--- src/rtl/pc_fetch_unit.sv ---
// PC register and instruction-fetch sequencer: fetches the instruction at
// CurrentPC over a req/ack port, holds it for the core, then loads NextPC.
//
// Ports:
//   CLK, Reset              clock (rising edge), async active-high reset
//   NextPC, Advance         next PC and retire strobe from the core (HOLD only)
//   IMemReq, IMemAddr       fetch request / address (address == CurrentPC)
//   IMemAck, IMemData       fetch response (FETCH only)
//   CurrentPC               PC of the held or in-flight instruction
//   Instruction, InstrValid fetched instruction and its valid flag
//   MisalignFault           sticky, a misaligned NextPC was loaded
//   FetchError              sticky, fetch timed out
//   InstrCount              retired-instruction count, wraps
module pc_fetch_unit #(
    parameter int              PC_W     = 64,
    parameter int              INSTR_W  = 32,
    parameter logic [PC_W-1:0] RESET_PC = '0,
    parameter int              TIMEOUT  = 16,
    parameter int              CNT_W    = 32
) (
    input  logic               CLK,
    input  logic               Reset,
    input  logic [PC_W-1:0]    NextPC,
    input  logic               Advance,
    output logic               IMemReq,
    output logic [PC_W-1:0]    IMemAddr,
    input  logic               IMemAck,
    input  logic [INSTR_W-1:0] IMemData,
    output logic [PC_W-1:0]    CurrentPC,
    output logic [INSTR_W-1:0] Instruction,
    output logic               InstrValid,
    output logic               MisalignFault,
    output logic               FetchError,
    output logic [CNT_W-1:0]   InstrCount
);

    localparam int WAIT_W = (TIMEOUT < 2) ? 1 : $clog2(TIMEOUT);
    localparam logic [WAIT_W-1:0] WAIT_LAST =
        WAIT_W'((TIMEOUT > 0) ? TIMEOUT - 1 : 0);

    typedef enum logic [1:0] {
        IDLE  = 2'd0,
        FETCH = 2'd1,
        HOLD  = 2'd2,
        FAULT = 2'd3
    } state_t;

    state_t            state;
    logic [WAIT_W-1:0] wait_cnt;

    // Handshake outputs come straight from the state register so there is
    // no combinational path from any input.
    assign IMemReq    = (state == FETCH);
    assign InstrValid = (state == HOLD);
    assign IMemAddr   = CurrentPC;

    always_ff @(posedge CLK or posedge Reset) begin
        if (Reset) begin
            state         <= IDLE;
            CurrentPC     <= RESET_PC;
            Instruction   <= '0;
            InstrCount    <= '0;
            wait_cnt      <= '0;
            MisalignFault <= 1'b0;
            FetchError    <= 1'b0;
        end else begin
            unique case (state)
                IDLE: begin
                    state <= FETCH;
                end
                FETCH: begin
                    if (IMemAck) begin
                        Instruction <= IMemData;
                        wait_cnt    <= '0;
                        state       <= HOLD;
                    end else begin
                        wait_cnt <= wait_cnt + WAIT_W'(1);
                        // Ack has priority: the timeout only fires on a
                        // cycle that ends without one.
                        if (TIMEOUT != 0 && wait_cnt == WAIT_LAST) begin
                            FetchError <= 1'b1;
                            state      <= FAULT;
                        end
                    end
                end
                HOLD: begin
                    if (Advance) begin
                        // A misaligned target is still loaded so the bad
                        // PC is visible, but no fetch is issued for it.
                        CurrentPC  <= NextPC;
                        InstrCount <= InstrCount + CNT_W'(1);
                        if (NextPC[1:0] != 2'b00) begin
                            MisalignFault <= 1'b1;
                            state         <= FAULT;
                        end else begin
                            state <= FETCH;
                        end
                    end
                end
                FAULT: begin
                    state <= FAULT;
                end
                default: begin
                    state <= IDLE;
                end
            endcase
        end
    end

endmodule

--- config.mk ---
export PLATFORM = sky130hd
export DESIGN_NAME = pc_fetch_unit
export DESIGN_NICKNAME = d
export VERILOG_FILES = /design/src/rtl/pc_fetch_unit.sv
export SDC_FILE = /design/constraint.sdc
export NUM_CORES = 1
export LEC_CHECK = 0
export BUFFER_PORTS_ARGS = -buffer_cell sky130_fd_sc_hd__buf_2
export CAP_MARGIN = 20
export CORE_ASPECT_RATIO = 0.5
export CORE_MARGIN = 5
export CORE_UTILIZATION = 35
export CTS_BUF_LIST = sky130_fd_sc_hd__clkbuf_8
export DETAILED_ROUTE_END_ITERATION = 10
export PLACE_DENSITY = 0.66
export SLEW_MARGIN = 20
export SYNTH_ARGS = -nofsm -noshare
export SYNTH_HDL_FRONTEND = slang
export SYNTH_SLANG_ARGS = --single-unit
--- constraint.sdc ---
create_clock -name CLK -period 3.75 [get_ports CLK]
set_input_delay 0.1875 -clock CLK [delete_from_list [all_inputs] [get_ports CLK]]
set_output_delay 0.1875 -clock CLK [all_outputs]
set_load 0.01 [all_outputs]
==> flow_summary.json <==
{
  "vias": 5011,
  "syn_area_mm2": 0.00589,
  "critPathTopFamily": "simple AND/OR/NAND/NOR gates",
  "cts_made_buffers": 17,
  "ios": 296,
  "crit_path_end_kind": "flop",
  "crit_start": "state[1]$_DFFE_PP0P_",
  "setup_viol": 0,
  "route.final.wire_length_um": 17200,
  "grtUsageMet1_pct": 20.5,
  "hp-class": "in -> reg",
  "seq_area_frac_synth_pct": 57.8,
  "synth-main-ff-cell": "dfrtp_1",
  "cp_data_required_time_ns": 4.11,
  "dieArea_mm2": 0.0197,
  "ys_types": 34,
  "gp_congestion": 0.771,
  "finClkSkew_ns": 0.0135,
  "power_mw": 3.51,
  "cts_sinks": 136,
  "root_buffer": "clkbuf_8",
  "synth_area_leaders": "dfrtp_1 (58%), nand2_1 (13%), buf_4 (8.2%), mux2_2 (6.1%), xnor2_1 (3.0%)",
  "antennaDiodeCount": 0,
  "finalNetCount": 1004,
  "clkTransAtPathRegs_ns": 0.07,
  "grt_max_degree": 66,
  "cts_tree": "built",
  "antenna_left": 0,
  "worst_path_most_repeated_cell": "nand2_1",
  "ir_drop_mv": 0.194,
  "syn-num-nets": 670,
  "drive_above_1_share_pct": 40.6,
  "period_share_pct": 54.6,
  "placed_cells": 1012,
  "overflow": 0,
  "placementRows": 33,
  "max_slew_margin_pct": 40.4,
  "worstHoldStart": "Advance",
  "first_iter_violations": 208,
  "path_buf_inv": 1,
  "met2_usage_pct": 30.3,
  "fmax_ghz": 0.489,
  "drv_cap": 0,
  "ys_warn_count": 0,
  "port_buffers": 295,
  "initial_core_util_pct": 35.8,
  "grt_pass1_wl_um": 27200,
  "worstPathArrival_ns": 2.40,
  "final_core_util_pct": 51.7,
  "synthToLayoutAreaGrowth_pct": 44.3,
  "power_density_mw_per_mm2": 413,
  "synth-edff-count": 0,
  "routedWlPerCell_um": 15.0,
  "rsz0062_at_grt": "no",
  "drt-pass1-iter-count": 4,
  "synth-seq-cells": 136,
  "synth_top_area_share_pct": 57.8,
  "dieWidth_um": 193,
  "status": "completed",
  "first_global_vias": 5237,
  "syn_inst": 568,
  "design.core.area_mm2": 0.0164,
  "fin_cells": 1141,
  "clk_latency_ns": 0.43,
  "grt_use_total_pct": 17.2,
  "period_minus_slack_ns": 2.05,
  "path_cells": "nor2b_1 > and2_2 > buf_4 > nand2_1 > nand2_1",
  "antenna_found_initial": 0,
  "drc": 0,
  "htreeDepth": 4,
  "grt.busiest_layer": "met2",
  "start_kind": "flop",
  "setup-tns-final_ns": 0,
  "crit_slowest_cell": "and2_2",
  "cp_max_fo": 49,
  "avgSynthCellArea_um2": 10.4,
  "slowest_delay_ns": 0.77,
  "hpwl_um": 11900,
  "tightest_slew_ns": 0.894,
  "met3_usage_pct": 3.86,
  "synthArstFlopShare_pct": 100,
  "crit_type": "reg -> reg",
  "r2r-start": "state[1]$_DFFE_PP0P_",
  "vias_per_cell": 4.39,
  "leakagePower_nw": 4.92,
  "yosysTopAreaCell": "dfrtp_1",
  "die_h_um": 102,
  "cts_buffer_depth": 2,
  "maxSlewViolCount": 0,
  "hold_viol": 0,
  "n_fill_cell": 1531,
  "cts_resized": 0
}
[timing repair]
action / 4_1_cts / 5_1_grt
buffers inserted: 0 / 0
hold buffers: 98 / 0
endpoints found under the hold margin: 132 / 0
[layout make-up]
cell class | instances | area [um^2] | area share [%]
clock inverters | 12 | 111 | 1.31
clock buffers | 19 | 262 | 3.08
repair buffers | 399 | 2510 | 29.6
inverters | 8 | 33.8 | 0.397
well taps | 227 | 284 | 3.34
flip-flops and latches | 136 | 3400 | 40.0
multi-input cells | 340 | 1890 | 22.3
[worst reg2reg max path, delay by kind of cell (launching register included)]
| kind | cells | cell delay, ns |
|---|---|---|
| simple gates | 4 | 1.18 |
| flops | 1 | 0.42 |
| buf+inv | 1 | 0.39 |
[synth_stat cells, types with 4 or more instances]
master / n
o21ai_0: 4
clkbuf_1: 11
inv_1: 8
nand3_1: 13
mux2_2: 32
and3_1: 5
xor2_1: 11
buf_4: 64
dfrtp_1: 136
xnor2_1: 20
nand4_1: 13
nand2_1: 207
nor2_1: 5
buf_2: 9
[worst paths after layout]
check                                        endpoint  slack [ns]  depth (start not counted)
max                         CurrentPC[56]$_DFFE_PP0P_        1.70                          5
min                              state[0]$_DFFE_PP0P_        0.09                          3
max reg2reg                 CurrentPC[56]$_DFFE_PP0P_        1.70                          5
min reg2reg                    FetchError$_DFFE_PP0P_        0.47                          1
max in group asynchronous  InstrCount[29]$_DFFE_PP0P_        2.32                          4
min in group asynchronous   CurrentPC[32]$_DFFE_PP0P_        0.46                          3
[through the flow]
stage / hold slack (ns) / setup WS (ns) / area (um^2)
floorplan: 0.282 / 1.87 / 5890
global placement: 0.377 / 1.79 / 7150
detailed placement: 0.380 / 1.69 / 7150
CTS: 0.0560 / 1.67 / 8500
global route: 0.0792 / 1.51 / 8500
finish: 0.0905 / 1.70 / 8500
[power breakdown]
| group | internal, mW | switching (mW) | total, mW |
|---|---|---|---|
| sequential | 1.60 | 0.103 | 1.70 |
| combinational | 0.318 | 0.326 | 0.645 |
| clock | 0.609 | 0.557 | 1.17 |
[routing by layer]
layer | up-vias | routed length (um)
met2 | 136 | 9180
met4 | 0 | 551
met3 | 43 | 703
met5 | - | 0
met1 | 2411 | 6740
li1 | 2421 | -
[layout by cell type (no fill, tap or decap), types with 4 or more instances in the layout]
cell type	Yosys	final
buf_4	64	5
nand4_1	13	13
xor2_1	11	11
buf_2	9	295
nand3_1	13	13
nor2_1	5	5
inv_1	8	10
and3_1	5	5
xnor2_1	20	20
clkinv_2	0	5
mux2_2	32	32
nand2_1	207	207
o21ai_0	4	4
dlygate4sd3_1	0	98
clkbuf_8	0	19
dfrtp_1	136	136
[cells by family (layout without fill, tap and decap cells)]
logic type               after synthesis  in the layout  share of synthesized area, %
XOR/XNOR                              31             31                          4.61
AND/OR/NAND/NOR                      263            263                          19.5
flip-flops                           136            136                          57.8
AO/OA/AOI/OAI                         10             10                          1.10
buffers and inverters                 92            438                          10.1
multiplexers                          34             34                          6.48
adder cells (fa/ha/maj)                2              2                         0.425
[registers in the layout, indices dropped and copies added, names as in the netlist]
name           flops
MisalignFault      1
InstrCount        32
CurrentPC         64
state              2
Instruction       32
FetchError         1
wait_cnt           4
Note: power is estimated with default switching activity, not from simulation.
